File: config.mk
export PLATFORM = sky130hd
export DESIGN_NAME = fired_tag_fifo_flat
export DESIGN_NICKNAME = d
export VERILOG_FILES = /design/src/rtl/fired_tag_fifo_pkg.sv /design/src/rtl/fired_tag_fifo_if.sv /design/src/rtl/fired_tag_fifo_bitmap.sv /design/src/rtl/fired_tag_fifo.sv /design/src/flat_wrapper.sv
export SDC_FILE = /design/constraint.sdc
export NUM_CORES = 1
export LEC_CHECK = 0
export ABC_AREA = 1
export BUFFER_PORTS_ARGS = -buffer_cell sky130_fd_sc_hd__clkbuf_2
export CORE_AREA = 2 2 39 41
export DETAILED_ROUTE_END_ITERATION = 10
export DIE_AREA = 0 0 41 43
export SYNTH_ARGS = -nofsm -noshare
export SYNTH_HDL_FRONTEND = slang
export SYNTH_SLANG_ARGS = --single-unit
File: constraint.sdc
create_clock -name clk -period 3 [get_ports clk]
set_input_delay 0.75 -clock clk [delete_from_list [all_inputs] [get_ports clk]]
set_output_delay 0.75 -clock clk [all_outputs]
set_load 0.05 [all_outputs]
File: src/rtl/fired_tag_fifo_pkg.sv
// Shared sizing for the fired-tag queue and its neighbours (neuron stage, SPU).
// The SPU and this queue must agree on TAGBITS.
package fired_tag_fifo_pkg;

  localparam int NUMNEURONS = 2;
  localparam int TAGBITS    = 1;
  localparam int DEPTH      = 2;
  localparam int PTRBITS    = 1;
  localparam int NUMWIDTH   = PTRBITS + 1;

  // True when a tag addresses a real neuron; larger tags are treated as duplicates.
  function automatic logic tag_in_range(input int tag, input int nneurons);
    return (tag >= 0) && (tag < nneurons);
  endfunction

endpackage

File: src/rtl/fired_tag_fifo_if.sv
// Handshake bundle between the neuron stage / SPU (master) and the tag queue (slave).
interface fired_tag_fifo_if
  import fired_tag_fifo_pkg::*;
#(
  parameter int tagbits = TAGBITS,
  parameter int ptrbits = PTRBITS
) ();

  logic               enq;
  logic [tagbits-1:0] enq_tag;
  logic               req_deq;
  logic               clear_step;
  logic [tagbits-1:0] src_tag_out;
  logic               fifo_empty;
  logic               fifo_full;
  logic [ptrbits:0]   count;
  logic               overflow;
  logic               underflow;
  logic               dup_drop;

  modport master (
    output enq, enq_tag, req_deq, clear_step,
    input  src_tag_out, fifo_empty, fifo_full, count, overflow, underflow, dup_drop
  );

  modport slave (
    input  enq, enq_tag, req_deq, clear_step,
    output src_tag_out, fifo_empty, fifo_full, count, overflow, underflow, dup_drop
  );

endinterface

File: src/rtl/fired_tag_fifo_bitmap.sv
// Per-timestep fired bitmap. Lookup sees the bitmap as already cleared when
// i_clear is high, so an enq in the boundary cycle belongs to the new step.
module fired_tag_fifo_bitmap
  import fired_tag_fifo_pkg::*;
#(
  parameter int numneurons = NUMNEURONS,
  parameter int tagbits    = TAGBITS
) (
  input  logic               clk,
  input  logic               rst,
  input  logic               i_clear,
  input  logic               i_set,
  input  logic [tagbits-1:0] i_tag,
  output logic               o_hit
);

  logic [numneurons-1:0] r_bits;
  logic [numneurons-1:0] w_onehot;
  logic                  w_in_range;

  // Decode the tag into a one-hot neuron select and report already-fired / out-of-range.
  always_comb begin
    w_onehot   = '0;
    w_in_range = tag_in_range(int'(i_tag), numneurons);
    for (int i = 0; i < numneurons; i++) begin
      if (int'(i_tag) == i) w_onehot[i] = 1'b1;
    end
    o_hit = !w_in_range || (!i_clear && (|(r_bits & w_onehot)));
  end

  // Clear applies before set so a boundary-cycle enq marks the new step.
  always_ff @(posedge clk) begin
    if (rst) begin
      r_bits <= '0;
    end else if (i_clear || i_set) begin
      r_bits <= (i_clear ? '0 : r_bits) | (i_set ? w_onehot : '0);
    end
  end

endmodule

File: src/rtl/fired_tag_fifo.sv
// First-word-fall-through queue of spiking neuron tags feeding the SPU.
// Duplicate tags within a timestep are dropped; overflow/underflow are sticky.
module fired_tag_fifo
  import fired_tag_fifo_pkg::*;
#(
  parameter int numneurons = NUMNEURONS,
  parameter int tagbits    = TAGBITS,
  parameter int depth      = DEPTH,
  parameter int ptrbits    = PTRBITS
) (
  input  logic            clk,
  input  logic            asyn_reset,
  fired_tag_fifo_if.slave bus
);

  localparam logic [ptrbits:0] DEPTH_C = (ptrbits+1)'(depth);

  logic [tagbits-1:0] r_mem [depth];
  logic [ptrbits-1:0] r_rd_ptr;
  logic [ptrbits-1:0] r_wr_ptr;
  logic [ptrbits:0]   r_count;
  logic               r_overflow;
  logic               r_underflow;
  logic               r_dup_drop;

  logic w_empty;
  logic w_full;
  logic w_dup;
  logic w_do_deq;
  logic w_acc_enq;
  logic w_ovf_evt;
  logic w_unf_evt;

  fired_tag_fifo_bitmap #(
    .numneurons (numneurons),
    .tagbits    (tagbits)
  ) u_bitmap (
    .clk     (clk),
    .rst     (asyn_reset),
    .i_clear (bus.clear_step),
    .i_set   (w_acc_enq),
    .i_tag   (bus.enq_tag),
    .o_hit   (w_dup)
  );

  // Accept/dequeue decisions; a full queue still accepts when a pop frees a slot.
  always_comb begin
    w_empty   = (r_count == '0);
    w_full    = (r_count == DEPTH_C);
    w_do_deq  = bus.req_deq && !w_empty;
    w_acc_enq = bus.enq && !w_dup && (!w_full || w_do_deq);
    w_ovf_evt = bus.enq && !w_dup && w_full && !w_do_deq;
    w_unf_evt = bus.req_deq && w_empty;
  end

  // Pointers, occupancy and status flags; reset wins over any in-flight enq/deq.
  always_ff @(posedge clk) begin
    if (asyn_reset) begin
      r_rd_ptr    <= '0;
      r_wr_ptr    <= '0;
      r_count     <= '0;
      r_overflow  <= 1'b0;
      r_underflow <= 1'b0;
      r_dup_drop  <= 1'b0;
    end else begin
      if (w_acc_enq) r_wr_ptr <= r_wr_ptr + 1'b1;
      if (w_do_deq)  r_rd_ptr <= r_rd_ptr + 1'b1;
      if (w_acc_enq && !w_do_deq) r_count <= r_count + 1'b1;
      else if (w_do_deq && !w_acc_enq) r_count <= r_count - 1'b1;
      if (w_ovf_evt) r_overflow  <= 1'b1;
      if (w_unf_evt) r_underflow <= 1'b1;
      r_dup_drop <= bus.enq && w_dup;
    end
  end

  // Tag storage; contents are only observable while the entry is counted valid.
  always_ff @(posedge clk) begin
    if (w_acc_enq) r_mem[r_wr_ptr] <= bus.enq_tag;
  end

  // Head is forced to zero while empty so the output is never X after reset.
  always_comb begin
    bus.src_tag_out = w_empty ? '0 : r_mem[r_rd_ptr];
    bus.fifo_empty  = w_empty;
    bus.fifo_full   = w_full;
    bus.count       = r_count;
    bus.overflow    = r_overflow;
    bus.underflow   = r_underflow;
    bus.dup_drop    = r_dup_drop;
  end

endmodule

File: src/flat_wrapper.sv
// flat-port wrapper written by rule: the top's interface ports become plain ports
module fired_tag_fifo_flat import fired_tag_fifo_pkg::*;
#(
  parameter int numneurons = NUMNEURONS,
  parameter int tagbits    = TAGBITS,
  parameter int depth      = DEPTH,
  parameter int ptrbits    = PTRBITS
)
  (clk, asyn_reset, bus_enq, bus_enq_tag, bus_req_deq, bus_clear_step, bus_src_tag_out, bus_fifo_empty, bus_fifo_full, bus_count, bus_overflow, bus_underflow, bus_dup_drop);
  fired_tag_fifo_if #(.tagbits(tagbits), .ptrbits(ptrbits)) bus_i ();
  input  logic clk;
  input  logic asyn_reset;
  input wire logic [$bits(bus_i.enq)-1:0] bus_enq;
  input wire logic [$bits(bus_i.enq_tag)-1:0] bus_enq_tag;
  input wire logic [$bits(bus_i.req_deq)-1:0] bus_req_deq;
  input wire logic [$bits(bus_i.clear_step)-1:0] bus_clear_step;
  output wire logic [$bits(bus_i.src_tag_out)-1:0] bus_src_tag_out;
  output wire logic [$bits(bus_i.fifo_empty)-1:0] bus_fifo_empty;
  output wire logic [$bits(bus_i.fifo_full)-1:0] bus_fifo_full;
  output wire logic [$bits(bus_i.count)-1:0] bus_count;
  output wire logic [$bits(bus_i.overflow)-1:0] bus_overflow;
  output wire logic [$bits(bus_i.underflow)-1:0] bus_underflow;
  output wire logic [$bits(bus_i.dup_drop)-1:0] bus_dup_drop;
  assign bus_i.enq = bus_enq;
  assign bus_i.enq_tag = bus_enq_tag;
  assign bus_i.req_deq = bus_req_deq;
  assign bus_i.clear_step = bus_clear_step;
  assign bus_src_tag_out = bus_i.src_tag_out;
  assign bus_fifo_empty = bus_i.fifo_empty;
  assign bus_fifo_full = bus_i.fifo_full;
  assign bus_count = bus_i.count;
  assign bus_overflow = bus_i.overflow;
  assign bus_underflow = bus_i.underflow;
  assign bus_dup_drop = bus_i.dup_drop;
  fired_tag_fifo #(.numneurons(numneurons), .tagbits(tagbits), .depth(depth), .ptrbits(ptrbits)) u_core (.clk(clk), .asyn_reset(asyn_reset), .bus(bus_i));
endmodule
==> metrics <==
final hold vios 0; Rows 14; sum of negative setup slack 0 ns; share of layout cells above drive strength 1 0.365; grt total ovfl 0; outcome finished, final reports clean; GP Congestion 0.654; Routed Antenna Nets 0; Root Buffer clkbuf_4; Synth area leaders dfxtp_1, edfxtp_1, a21oi_1; Filler Cells Inserted ~140; achievable frequency between 400 and 500 MHz; worst path bufs/invs 2; initial core utilization 0.398; leakage power 0.322 nW; # diodes 0; DR vias/cell approximately 4.6; CP Cell Sequence inv_1 > nand2_2 > o21ai_0 > a21oi_1 > clkbuf_2; slowest cell on the critical path dfxtp_1; wire length per cell 8.94 um; vias in the first global route between 300 and 400; Die Y between 40 and 50 um; first-pass GRT wire length about 1500 um; total of max-cap violations 0; crit path DAT 1.28 ns; H-tree Lvls 1; Sinks on Clock Net 12; Syn-to-layout area delta 22.0%; fin crit period ~2.0 ns; Post-Syn Area per Cell around 8.1 um^2; Setup CP Type reg2out; pin count of the biggest net entering global routing 8; Die Span X 41 um; slowest stage delay, CP about 0.37 ns; syn_nets 74; Port Buffer Count 13; CTS tree built; DP Wirelength between 700 and 800 um; initial antenna violation count 0; Setup violations, final 0; DRC 0; via count 462; nets between 90 and 100; final period utilization 0.677; die area between 1500 and 2000 um^2; HP Class reg2reg; clock-pin slew on the worst setup and hold paths approximately 0.080 ns; CP Capture Type output pin; PostCTS Resize Cnt 0; gr usage total 0.130; Clock Skews ~0.0058 ns; sequential element share of the synthesized area 0.473; most area-hungry cell type in the Yosys netlist dfxtp_1; Top Ports 14; CP Launch Type register; Pre-Repair DR Iteration Count 4; TritonCTS buffer count 3; First DRT Iteration DRCs 11; commonest cells in the netlist inv_1, dfxtp_1, nand2_1; critical path peak fanout 4; Yosys top cell area share 0.364; Skew-Pair Late Insertion Delay 0.27 ns; Yosys cell types 17; number of synthesized register bits 12; number of synthesized flops with an enable pin 2; Mapped Area ~550 um^2; final wirelength 903 um; Yosys warnings 0; P per Cell Area around 580 nW/um^2; CTS max path bufs 2; RSZ-0062 raised after global routing no; Least-Margin Pin Slew about 0.28 ns; crit-path leading delay family flip-flops; VDD IR max between 0.0002 and 0.0003 V; postcts setup bufs 0; fin. max-slew vios 0; WP data required about 2.3 ns; core area ~1400 um^2; Post-Synthesis Cells 68; total power approximately 0.39 mW; most common cell in the netlist inv_1; main flop type after synthesis dfxtp_1; Post-synth ARST share 0; Slew headroom 0.817; post-cts hold buffer count 0
==> cell type report <==
class | count | area, um^2 | share of cell area
Clock buffer | 4 | 36.3 | 0.0540
Timing Repair Buffer | 13 | 65.1 | 0.0968
Sequential cell | 12 | 260 | 0.387
Multi-Input combinational cell | 42 | 238 | 0.354
Inverter | 14 | 52.6 | 0.0782
Tap cell | 16 | 20.0 | 0.0298
==> per-stage QoR <==
step | instances | hold WS, ns | utilization | worst slack (ns) | cell area, um^2
2_1_floorplan | 68 | 0.425 | - | 0.534 | 551
3_3_place_gp | 97 | 0.435 | 0.459 | 1.24 | 636
3_5_place_dp | 97 | 0.445 | 0.459 | 1.22 | 636
4_1_cts | 101 | 0.453 | 0.486 | 0.948 | 672
5_1_grt | 101 | 0.468 | 0.486 | 0.839 | 672
6_report | 101 | 0.448 | 0.486 | 0.968 | 672
==> worst paths after layout <==
kind	startpoint	depth (start not counted)	end	slack [ns]
max reg2reg	u_core.bus.count[0]	6	u_core.r_mem[0]	1.79
max	u_core.bus.count[1]	5	bus_src_tag_out	0.97
min reg2reg	u_core.r_rd_ptr	1	register	0.45
min	u_core.r_rd_ptr	1	register	0.45
==> cell usage in the layout (no fill, tap or decap), drive strengths merged <==
cell,n
clkbuf,17
nand2,15
inv,14
dfxtp,10
a21oi,9
nor2,9
nand3,4
o21ai,3
nand4,2
edfxtp,2
==> logic make-up (layout without fill, tap and decap cells) <==
logic type      after synthesis  in the layout  share of synthesized area
simple gates                 30             30                      0.323
buf+inv                      14             31                     0.0955
flops                        12             12                      0.473
compound gates               12             12                      0.109
==> routing by layer <==
metal,vias up,GRT usage,part of all wire
met5,-,0,0
met1,201,0.173,0.46
met4,0,0.0800,0.011
met2,7,0.172,0.49
met3,2,0.0471,0.040
li1,252,-,-
==> worst reg2reg max path, cell delays in order (launching register included) <==
cell and delay (ns):
dfxtp_1 0.34, inv_2 0.08, nand2_1 0.13, nor2_2 0.07, nor2_4 0.14, inv_2 0.07
nor2_1 0.10
==> flip-flops by register name (all words and copies together), names as in the netlist, named ones only <==
name / count
u_core.bus.count: 2
u_core.r_mem: 2
u_core.u_bitmap.r_bits: 2
u_core.bus.dup_drop: 1
u_core.bus.overflow: 1
u_core.bus.underflow: 1
u_core.r_rd_ptr: 1
u_core.r_wr_ptr: 1
==> power by group <==
| part | leakage [nW] | switching (mW) | internal (mW) |
|---|---|---|---|
| clock | 0.0210 | 0.0520 | 0.0737 |
| combinational | 0.200 | 0.0639 | 0.0229 |
| sequential | 0.101 | 0.00516 | 0.175 |
| total | 0.322 | 0.121 | 0.271 |
(Power assumes the default switching activity.)
